**config.mk**
```make
export PLATFORM = sky130hd
export DESIGN_NAME = pc_sequencer_flat
export DESIGN_NICKNAME = d
export VERILOG_FILES = /design/src/rtl/pc_sequencer_if.sv /design/src/rtl/pc_sequencer.sv /design/src/flat_wrapper.sv
export SDC_FILE = /design/constraint.sdc
export NUM_CORES = 1
export LEC_CHECK = 0
export CORE_MARGIN = 2
export CORE_UTILIZATION = 51
export CTS_CLUSTER_SIZE = 30
export DETAILED_ROUTE_END_ITERATION = 7
export HOLD_SLACK_MARGIN = 0.08
export PLACE_DENSITY = 0.81
export SYNTH_ARGS = -nofsm -noshare
export SYNTH_HDL_FRONTEND = slang
export SYNTH_SLANG_ARGS = --single-unit
```
**constraint.sdc**
```tcl
create_clock -name clk -period 5.3 [get_ports clk]
set_clock_uncertainty 0.1 [all_clocks]
set_input_delay 1.325 -clock clk [delete_from_list [all_inputs] [get_ports clk]]
set_output_delay 1.325 -clock clk [all_outputs]
set_load 0.05 [all_outputs]
```
**src/rtl/pc_sequencer_if.sv**
```systemverilog
// pc_sequencer_if
//   Bundles the decode-side control inputs and the fetch-side outputs of the
//   program-counter sequencer.
//   master : decode/execute side; drives transfer requests, observes pc state.
//   slave  : the sequencer itself.
// Signals
//   advance        current instruction retires this cycle (0 = stall)
//   branch_taken   conditional branch with its condition true
//   branch_offset  signed word offset from imm[15:0]
//   jump           J/JAL in the current instruction
//   jump_target    instr_index[25:0]
//   jump_reg       JR/JALR in the current instruction
//   jump_reg_addr  rs value for JR/JALR
//   pc             address of the current instruction
//   link_addr      pc + 8
//   in_delay_slot  current instruction sits in a branch delay slot
//   active         CPU running (0 once halted)
//   address_error  sticky flag for a misaligned JR/JALR target
interface pc_sequencer_if;
  logic        advance;
  logic        branch_taken;
  logic [15:0] branch_offset;
  logic        jump;
  logic [25:0] jump_target;
  logic        jump_reg;
  logic [31:0] jump_reg_addr;
  logic [31:0] pc;
  logic [31:0] link_addr;
  logic        in_delay_slot;
  logic        active;
  logic        address_error;

  modport master (
    output advance, branch_taken, branch_offset, jump, jump_target,
           jump_reg, jump_reg_addr,
    input  pc, link_addr, in_delay_slot, active, address_error
  );

  modport slave (
    input  advance, branch_taken, branch_offset, jump, jump_target,
           jump_reg, jump_reg_addr,
    output pc, link_addr, in_delay_slot, active, address_error
  );
endinterface

```
**src/rtl/pc_sequencer.sv**
```systemverilog
// pc_sequencer
//   Generates the fetch PC with a one-instruction branch delay slot. A control
//   transfer requested by the current instruction is latched as a pending
//   target; the next instruction (delay slot) executes at pc+4, after which
//   the pending target is loaded. A transfer to address 0 or a misaligned
//   JR/JALR target halts the sequencer until reset.
// Ports
//   clk    system clock, rising edge
//   reset  synchronous, active-high
//   bus    pc_sequencer_if.slave (controls in, pc/link/status out)
module pc_sequencer #(
  parameter logic [31:0] RESET_VECTOR = 32'hBFC00000
) (
  input  logic           clk,
  input  logic           reset,
  pc_sequencer_if.slave  bus
);

  typedef enum logic [1:0] {
    ST_RUN   = 2'd0,
    ST_DELAY = 2'd1,
    ST_HALT  = 2'd2
  } state_t;

  state_t      state_reg, state_next;
  logic [31:0] pc_reg, pc_next;
  logic [31:0] pending_reg, pending_next;
  logic        addr_err_reg, addr_err_next;

  logic [31:0] pc_plus4;
  logic [31:0] branch_target;
  logic [31:0] jump_abs_target;

  assign pc_plus4        = pc_reg + 32'd4;
  // Word offset: sign-extend to 30 bits, then shift left by two.
  assign branch_target   = pc_plus4 + {{14{bus.branch_offset[15]}}, bus.branch_offset, 2'b00};
  // J/JAL stay within the 256 MB region of the delay-slot instruction.
  assign jump_abs_target = {pc_plus4[31:28], bus.jump_target, 2'b00};

  always_ff @(posedge clk) begin
    if (reset) begin
      state_reg    <= ST_RUN;
      pc_reg       <= RESET_VECTOR;
      pending_reg  <= 32'd0;
      addr_err_reg <= 1'b0;
    end else begin
      state_reg    <= state_next;
      pc_reg       <= pc_next;
      pending_reg  <= pending_next;
      addr_err_reg <= addr_err_next;
    end
  end

  always_comb begin
    state_next    = state_reg;
    pc_next       = pc_reg;
    pending_next  = pending_reg;
    addr_err_next = addr_err_reg;

    case (state_reg)
      ST_RUN: begin
        if (bus.advance) begin
          pc_next = pc_plus4;
          // Priority: jump_reg > jump > branch_taken.
          if (bus.jump_reg) begin
            pending_next = bus.jump_reg_addr;
            if (bus.jump_reg_addr[1:0] != 2'b00) begin
              addr_err_next = 1'b1;
            end
            state_next = ST_DELAY;
          end else if (bus.jump) begin
            pending_next = jump_abs_target;
            state_next   = ST_DELAY;
          end else if (bus.branch_taken) begin
            pending_next = branch_target;
            state_next   = ST_DELAY;
          end
        end
      end

      ST_DELAY: begin
        // Requests from the delay-slot instruction are ignored: no nesting.
        if (bus.advance) begin
          pc_next = pending_reg;
          if ((pending_reg == 32'd0) || addr_err_reg) begin
            state_next = ST_HALT;
          end else begin
            state_next = ST_RUN;
          end
        end
      end

      ST_HALT: begin
        // Frozen until reset.
      end

      default: begin
        state_next = ST_HALT;
      end
    endcase
  end

  assign bus.pc            = pc_reg;
  assign bus.link_addr     = pc_reg + 32'd8;
  assign bus.in_delay_slot = (state_reg == ST_DELAY);
  assign bus.active        = (state_reg != ST_HALT);
  assign bus.address_error = addr_err_reg;

endmodule

```
**src/flat_wrapper.sv**
```systemverilog
// flat-port wrapper written by rule: the top's interface ports become plain ports
module pc_sequencer_flat 
#(
  parameter logic [31:0] RESET_VECTOR = 32'hBFC00000
)
  (clk, reset, bus_advance, bus_branch_taken, bus_branch_offset, bus_jump, bus_jump_target, bus_jump_reg, bus_jump_reg_addr, bus_pc, bus_link_addr, bus_in_delay_slot, bus_active, bus_address_error);
  pc_sequencer_if bus_i ();
  input  logic clk;
  input  logic reset;
  input wire logic [$bits(bus_i.advance)-1:0] bus_advance;
  input wire logic [$bits(bus_i.branch_taken)-1:0] bus_branch_taken;
  input wire logic [$bits(bus_i.branch_offset)-1:0] bus_branch_offset;
  input wire logic [$bits(bus_i.jump)-1:0] bus_jump;
  input wire logic [$bits(bus_i.jump_target)-1:0] bus_jump_target;
  input wire logic [$bits(bus_i.jump_reg)-1:0] bus_jump_reg;
  input wire logic [$bits(bus_i.jump_reg_addr)-1:0] bus_jump_reg_addr;
  output wire logic [$bits(bus_i.pc)-1:0] bus_pc;
  output wire logic [$bits(bus_i.link_addr)-1:0] bus_link_addr;
  output wire logic [$bits(bus_i.in_delay_slot)-1:0] bus_in_delay_slot;
  output wire logic [$bits(bus_i.active)-1:0] bus_active;
  output wire logic [$bits(bus_i.address_error)-1:0] bus_address_error;
  assign bus_i.advance = bus_advance;
  assign bus_i.branch_taken = bus_branch_taken;
  assign bus_i.branch_offset = bus_branch_offset;
  assign bus_i.jump = bus_jump;
  assign bus_i.jump_target = bus_jump_target;
  assign bus_i.jump_reg = bus_jump_reg;
  assign bus_i.jump_reg_addr = bus_jump_reg_addr;
  assign bus_pc = bus_i.pc;
  assign bus_link_addr = bus_i.link_addr;
  assign bus_in_delay_slot = bus_i.in_delay_slot;
  assign bus_active = bus_i.active;
  assign bus_address_error = bus_i.address_error;
  pc_sequencer #(.RESET_VECTOR(RESET_VECTOR)) u_core (.clk(clk), .reset(reset), .bus(bus_i));
endmodule
```
* Word-level counts from Yosys, hierarchy flattened
Cells that the tools add are included.
** Storage, ports and cells
- Flip-flop bits (word level) :: 67
- Input bits :: 80
- Output and inout bits :: 67
** Operators by class
- Add/subtract/negate cells :: 3
- Reduce and logical (&&, ||, !) cells :: 10
- Equality and inequality tests :: 6
- Multiplexer cells :: 13
- Bitwise gates (word level) :: 1
** Operators by type and width (count)
- $mux 32 :: 5
- $pmux 32 s2 :: 1
- $add 32x3->32 const B :: 1
- $add 32x32->32 :: 1
- $add 32x4->32 const B :: 1
- $logic_not 32->1 :: 1
- $mux 2 :: 6
- $reduce_and 4->1 :: 2
- $ne 2x2->1 const B :: 3
- $pmux 2 s3 :: 1
- $reduce_and 3->1 :: 2
- $ne 4x4->1 const B :: 1
- $reduce_bool 2->1 :: 2
- $reduce_bool 3->1 :: 1
- $eq 2x1->1 const B :: 1
- $eq 2x2->1 const B :: 1
- $logic_not 2->1 :: 1
- $logic_or 1x1->1 :: 1
- $not 1->1 :: 1

* Longest topological paths before layout
Gate-level depths: netlist of the first run.
- Depth after elaboration :: 5
- Gate-level depth with buffers :: 18

* Worst setup path before layout of the first run
Ideal clock, no wire load.
- Kind :: reg2out
- Start point :: reg u_core.pc_reg[4] (netlist: u_core.bus.pc[4])
- End point :: out bus_link_addr[29]
- Data required time :: 3875 ps
- Stages on the path, launching flop included :: 9
- Data arrival time :: 3286 ps
- Path buffers :: 1
- Slack :: 589 ps
- Cells stage by stage :: dfxtp_1 ha_1 nand3_2 or4_1 buf_2 nor4_4 nand3_1 nor2_1 xor2_1
** Between the ends
- Cells in the longest elaborated chain, start to end :: 1
** Ends and longest elaborated chain
- from (decl) :: RTL line pc_sequencer.sv:26 : logic [31:0] pc_reg, pc_next;
- from (signal assigned) :: RTL line pc_sequencer.sv:48 : pc_reg <= pc_next;
- $add 32x4->32 :: RTL line pc_sequencer.sv:104 : assign bus.link_addr = pc_reg + 32'd8;
- to (decl) :: RTL line flat_wrapper.sv:18 : output wire logic [$bits(bus_i.link_addr)-1:0] bus_link_addr;
No other way between the ends.

* Worst setup path after layout of the first run
- Start point :: reg u_core.pc_reg[3] (netlist: u_core.bus.pc[3])
- End point :: reg u_core.pending_reg[31]
** Between the ends
- Cells in the longest elaborated chain, start to end :: 5
** Ends and longest elaborated chain
- $add 32x3->32 (*) :: RTL line pc_sequencer.sv:34 : assign pc_plus4 = pc_reg + 32'd4;
- $add 32x32->32 :: RTL line pc_sequencer.sv:36 : assign branch_target = pc_plus4 + {{14{bus.branch_offset[15]}}, bus.branch_offset, 2'b00};
- $mux 32 :: RTL line pc_sequencer.sv:74 : end else if (bus.branch_taken) begin
- $mux 32 (*) :: RTL line pc_sequencer.sv:71 : end else if (bus.jump) begin
- $mux 32 (*) :: RTL line pc_sequencer.sv:65 : if (bus.jump_reg) begin
- to (signal assigned) :: RTL line pc_sequencer.sv:49 : pending_reg <= pending_next;
- to (decl) :: RTL line pc_sequencer.sv:27 : logic [31:0] pending_reg, pending_next;
Mark *: on every way between the ends. The rest lies on a longest branch, timed or not. The select of a mux whose other input is x is not followed.
A chain may end at the register's enable or synchronous reset.

==> results of run 1 <==
## worst min-delay path, delay by kind of cell, from the launching register on
| kind | cells | cell delay, ns |
|---|---|---|
| DFF | 1 | 0.32 |
| and+or+nand+nor | 1 | 0.06 |
| AOI/OAI and AO/OA | 1 | 0.05 |
## per-stage QoR
stage	utilization	worst slack, ns	std cells	hold WS, ns
6_report	0.6821	0.2793	1067	0.3771
5_1_grt	0.6821	0.002952	1067	0.4093
4_1_cts	0.6821	0.3151	1067	0.3754
3_5_place_dp	0.6515	0.5214	1052	0.3673
3_3_place_gp	0.6515	0.6944	1052	0.3619
2_1_floorplan	-	0.5890	812	0.3439
## logic make-up (layout without fill, tap and decap cells)
| group | Yosys count | in the layout | synth area share |
|---|---|---|---|
| simple gates | 295 | 295 | 0.2371 |
| compound gates | 236 | 236 | 0.2537 |
| buf+inv | 81 | 193 | 0.06124 |
| xor+xnor | 78 | 78 | 0.1171 |
| flops | 67 | 67 | 0.2225 |
| fa+ha+maj | 38 | 38 | 0.08013 |
| mux | 17 | 17 | 0.02823 |
## power by group
part	internal, mW	switching, mW
Combinational	0.244	0.360
Sequential	0.539	0.0516
Clock	0.482	0.219
## per-layer routing
metal	part of all wire	up-vias	wire length, um
li1	-	3148	-
met1	0.45	3012	8710
met2	0.43	371	8493
met3	0.10	33	1949
met4	0.020	0	392
met5	0	-	0
## worst max path at each step
stage,start,endpoint
finish,u_core.bus.pc[3]$_SDFFE_PP0P_,u_core.pending_reg[31]$_SDFFE_PP0P_
global route,u_core.bus.pc[3]$_SDFFE_PP0P_,u_core.pending_reg[31]$_SDFFE_PP0P_
CTS,u_core.bus.pc[3]$_SDFFE_PP0P_,bus_link_addr[25]
detailed placement,u_core.bus.pc[3]$_SDFFE_PP0P_,u_core.pending_reg[31]$_SDFFE_PP0P_
global placement,u_core.bus.pc[3]$_SDFFE_PP0P_,u_core.pending_reg[31]$_SDFFE_PP0P_
floorplan,u_core.bus.pc[4]$_SDFFE_PP0P_,bus_link_addr[29]
## cells in the final DEF (no fill, tap or decap), types with 8 or more instances in the layout
| cell type | netlist | routed |
|---|---|---|
| clkbuf_16 | 0 | 9 |
| a211oi_1 | 11 | 11 |
| nand2_1 | 101 | 101 |
| nor4_1 | 10 | 10 |
| nand4_1 | 17 | 17 |
| xor2_1 | 37 | 37 |
| nor3_1 | 15 | 15 |
| buf_4 | 10 | 18 |
| and3_1 | 9 | 9 |
| o21ai_0 | 39 | 39 |
| dfxtp_1 | 67 | 67 |
| clkdlybuf4s50_1 | 0 | 141 |
| nor2_1 | 78 | 78 |
| nand3_1 | 20 | 20 |
| ha_1 | 37 | 37 |
| inv_1 | 17 | 17 |
| o211ai_1 | 36 | 36 |
| mux2i_1 | 17 | 17 |
| nand2b_1 | 8 | 8 |
| a21o_1 | 13 | 13 |
| a21oi_1 | 76 | 76 |
| xnor2_1 | 38 | 38 |
## area by class of cell
class | instances | area, sq um
clock buffers | 11 | 252.7
inverters | 17 | 63.81
multi-input cells | 664 | 4330
well taps | 143 | 178.9
clock inverters | 4 | 97.59
repair buffers | 161 | 1556
fillers | 956 | 3646
flip-flops and latches | 67 | 1341
==> out/results.txt, run 1 <==
Status - completed
Top delay family on crit path - simple AND/OR/NAND/NOR gates
Hold Buf Count CTS - 0
Setup_tns - 0 ns
Final Total Pwr - 1.896 mW
Final hold vios - 0
Routability cong. - 0.9595
Worst-Margin Slew - 0.7364 ns
Sequential share of the synthesized area - 0.2225
Vias in the first global route - 5931
Design area - 0.007821 sq mm
DR vias/cell - 6.152
Endpoints failing setup - 0
CP arrival - 5.11 ns
Root Driver - clkbuf_16
Core area - 0.01147 sq mm
Async S/R FF share, synth - 0
Pleak - 3.081 nW
RSZ-0062 raised after global routing - false
Die area - 0.01270 sq mm
Crit path kind - reg2reg
Clk slew on worst S/H paths - 0.06 ns
H-tree levels - 3
CTS tree - yes
Crit-path max FO - 7
CTS max path bufs - 2
Layout cells sized above 1 - 0.06494
Dominant synthesized flop cell - dfxtp_1
Crit path depth - 16
Postcts setup bufs - 0
Worst path required time - 5.39 ns
Synth area leaders - dfxtp_1 (22%), ha_1 (7.7%), a21oi_1 (6.3%)
Core Rows - 39
Grt met1 use - 0.4497
Hold Startpoint - u_core.pending_reg[2]$_SDFFE_PP0P_
Total Routing Usage GR - 0.3033
Worst vdd ir - 0.1806 mV
TritonCTS Buffers - 9
Buffers and inverters on the worst path - 0
Worst slew margin - 0.5080
Mean routed wirelength per cell - 18.32 um
Syn Nets - 930
Grt met3 use - 0.05517
CP Cell Sequence - ha_1 > nand3_2 > or4_1 > nor4_4 > nand4_4 > nor2_2 > xor2_2 > ha_1 > a21o_1 > a21oi_1 > o21ai_0 > a21oi_1 > o41ai_1 > nor3_1 > xor2_1 > o22ai_1
Hold endpoint - u_core.pending_reg[2]$_SDFFE_PP0P_
DP HPWL - 14.66 mm
Maxcap violations - 0
CP Launch Type - flip-flop
Cell count of the worst hold path - 2
Post-DP Area - 0.007471 sq mm
Antenna Nets Post-Route - 0
Fin crit period - 5.021 ns
Top cells by count, synth - nand2_1 (101), nor2_1 (78), a21oi_1 (76)
Top-Level Pins - 147
Reg-to-reg critical path endpoint - u_core.pending_reg[31]$_SDFFE_PP0P_
Clk Latency, worst-skew pair - 0.33 ns
Routed vias - 6564
Pwr Density - 242.5 mW/mm^2
Die height - 112.7 um
CP max stage delay - 0.67 ns
Post-synthesis cell area - 0.006027 sq mm
CTS sink count - 67
Syn-to-layout area delta - 29.77%
Post-Route WL - 19.55 mm
Drt drc - 0
Antenna violations before repair - 0
Worst R2R Setup Slack - 0.28 ns
Mapped Cells - 812
Largest net degree at the start of global routing - 59
Synth Area per Inst - 7.422 sq um
Gr busiest metal - met2
Drt first pass iters - 5
Starting Density - 0.5256
Global Route met2 Usage - 0.4551
Worst Reg2Reg Path Length in Cells - 16
CP Capture Type - flip-flop
Worst Hold Class - reg2reg
Final Cycle Share - 0.9473
Count leader, synth - nand2_1
Synth warn - 0
Fmax - 199.2 MHz
RR Startpoint - u_core.bus.pc[3]$_SDFFE_PP0P_
Antenna Cells - 0
Die W - 112.7 um
Final Max Slew Viols - 0
Synth top area share - 0.2225
Slowest-stage cell, CP - or4_1
Cts repair resizes - 0
FF+latch count, synth - 67
Area leader, netlist - dfxtp_1
Number of DRC markers in iteration 0 - 693
Unique masters post-synth - 66
First-pass GRT wire length - 30.93 mm
PortBufs - 146
Grt ovf - 0
Fin nets - 1038
Post-synth EDFFs - 0
Power figures use the tool's default switching activity.
==> inputs of run 2 (changes only) <==
--- a/config.mk
+++ b/config.mk
@@ -11,6 +11,8 @@
 export DETAILED_ROUTE_END_ITERATION = 7
 export HOLD_SLACK_MARGIN = 0.08
 export PLACE_DENSITY = 0.81
+export SKIP_CTS_REPAIR_TIMING = 1
 export SYNTH_ARGS = -nofsm -noshare
 export SYNTH_HDL_FRONTEND = slang
 export SYNTH_SLANG_ARGS = --single-unit
+export TNS_END_PERCENT = 20
==> results of run 2 <==
Final layout, timing and power as in run 1 (identical DEF).
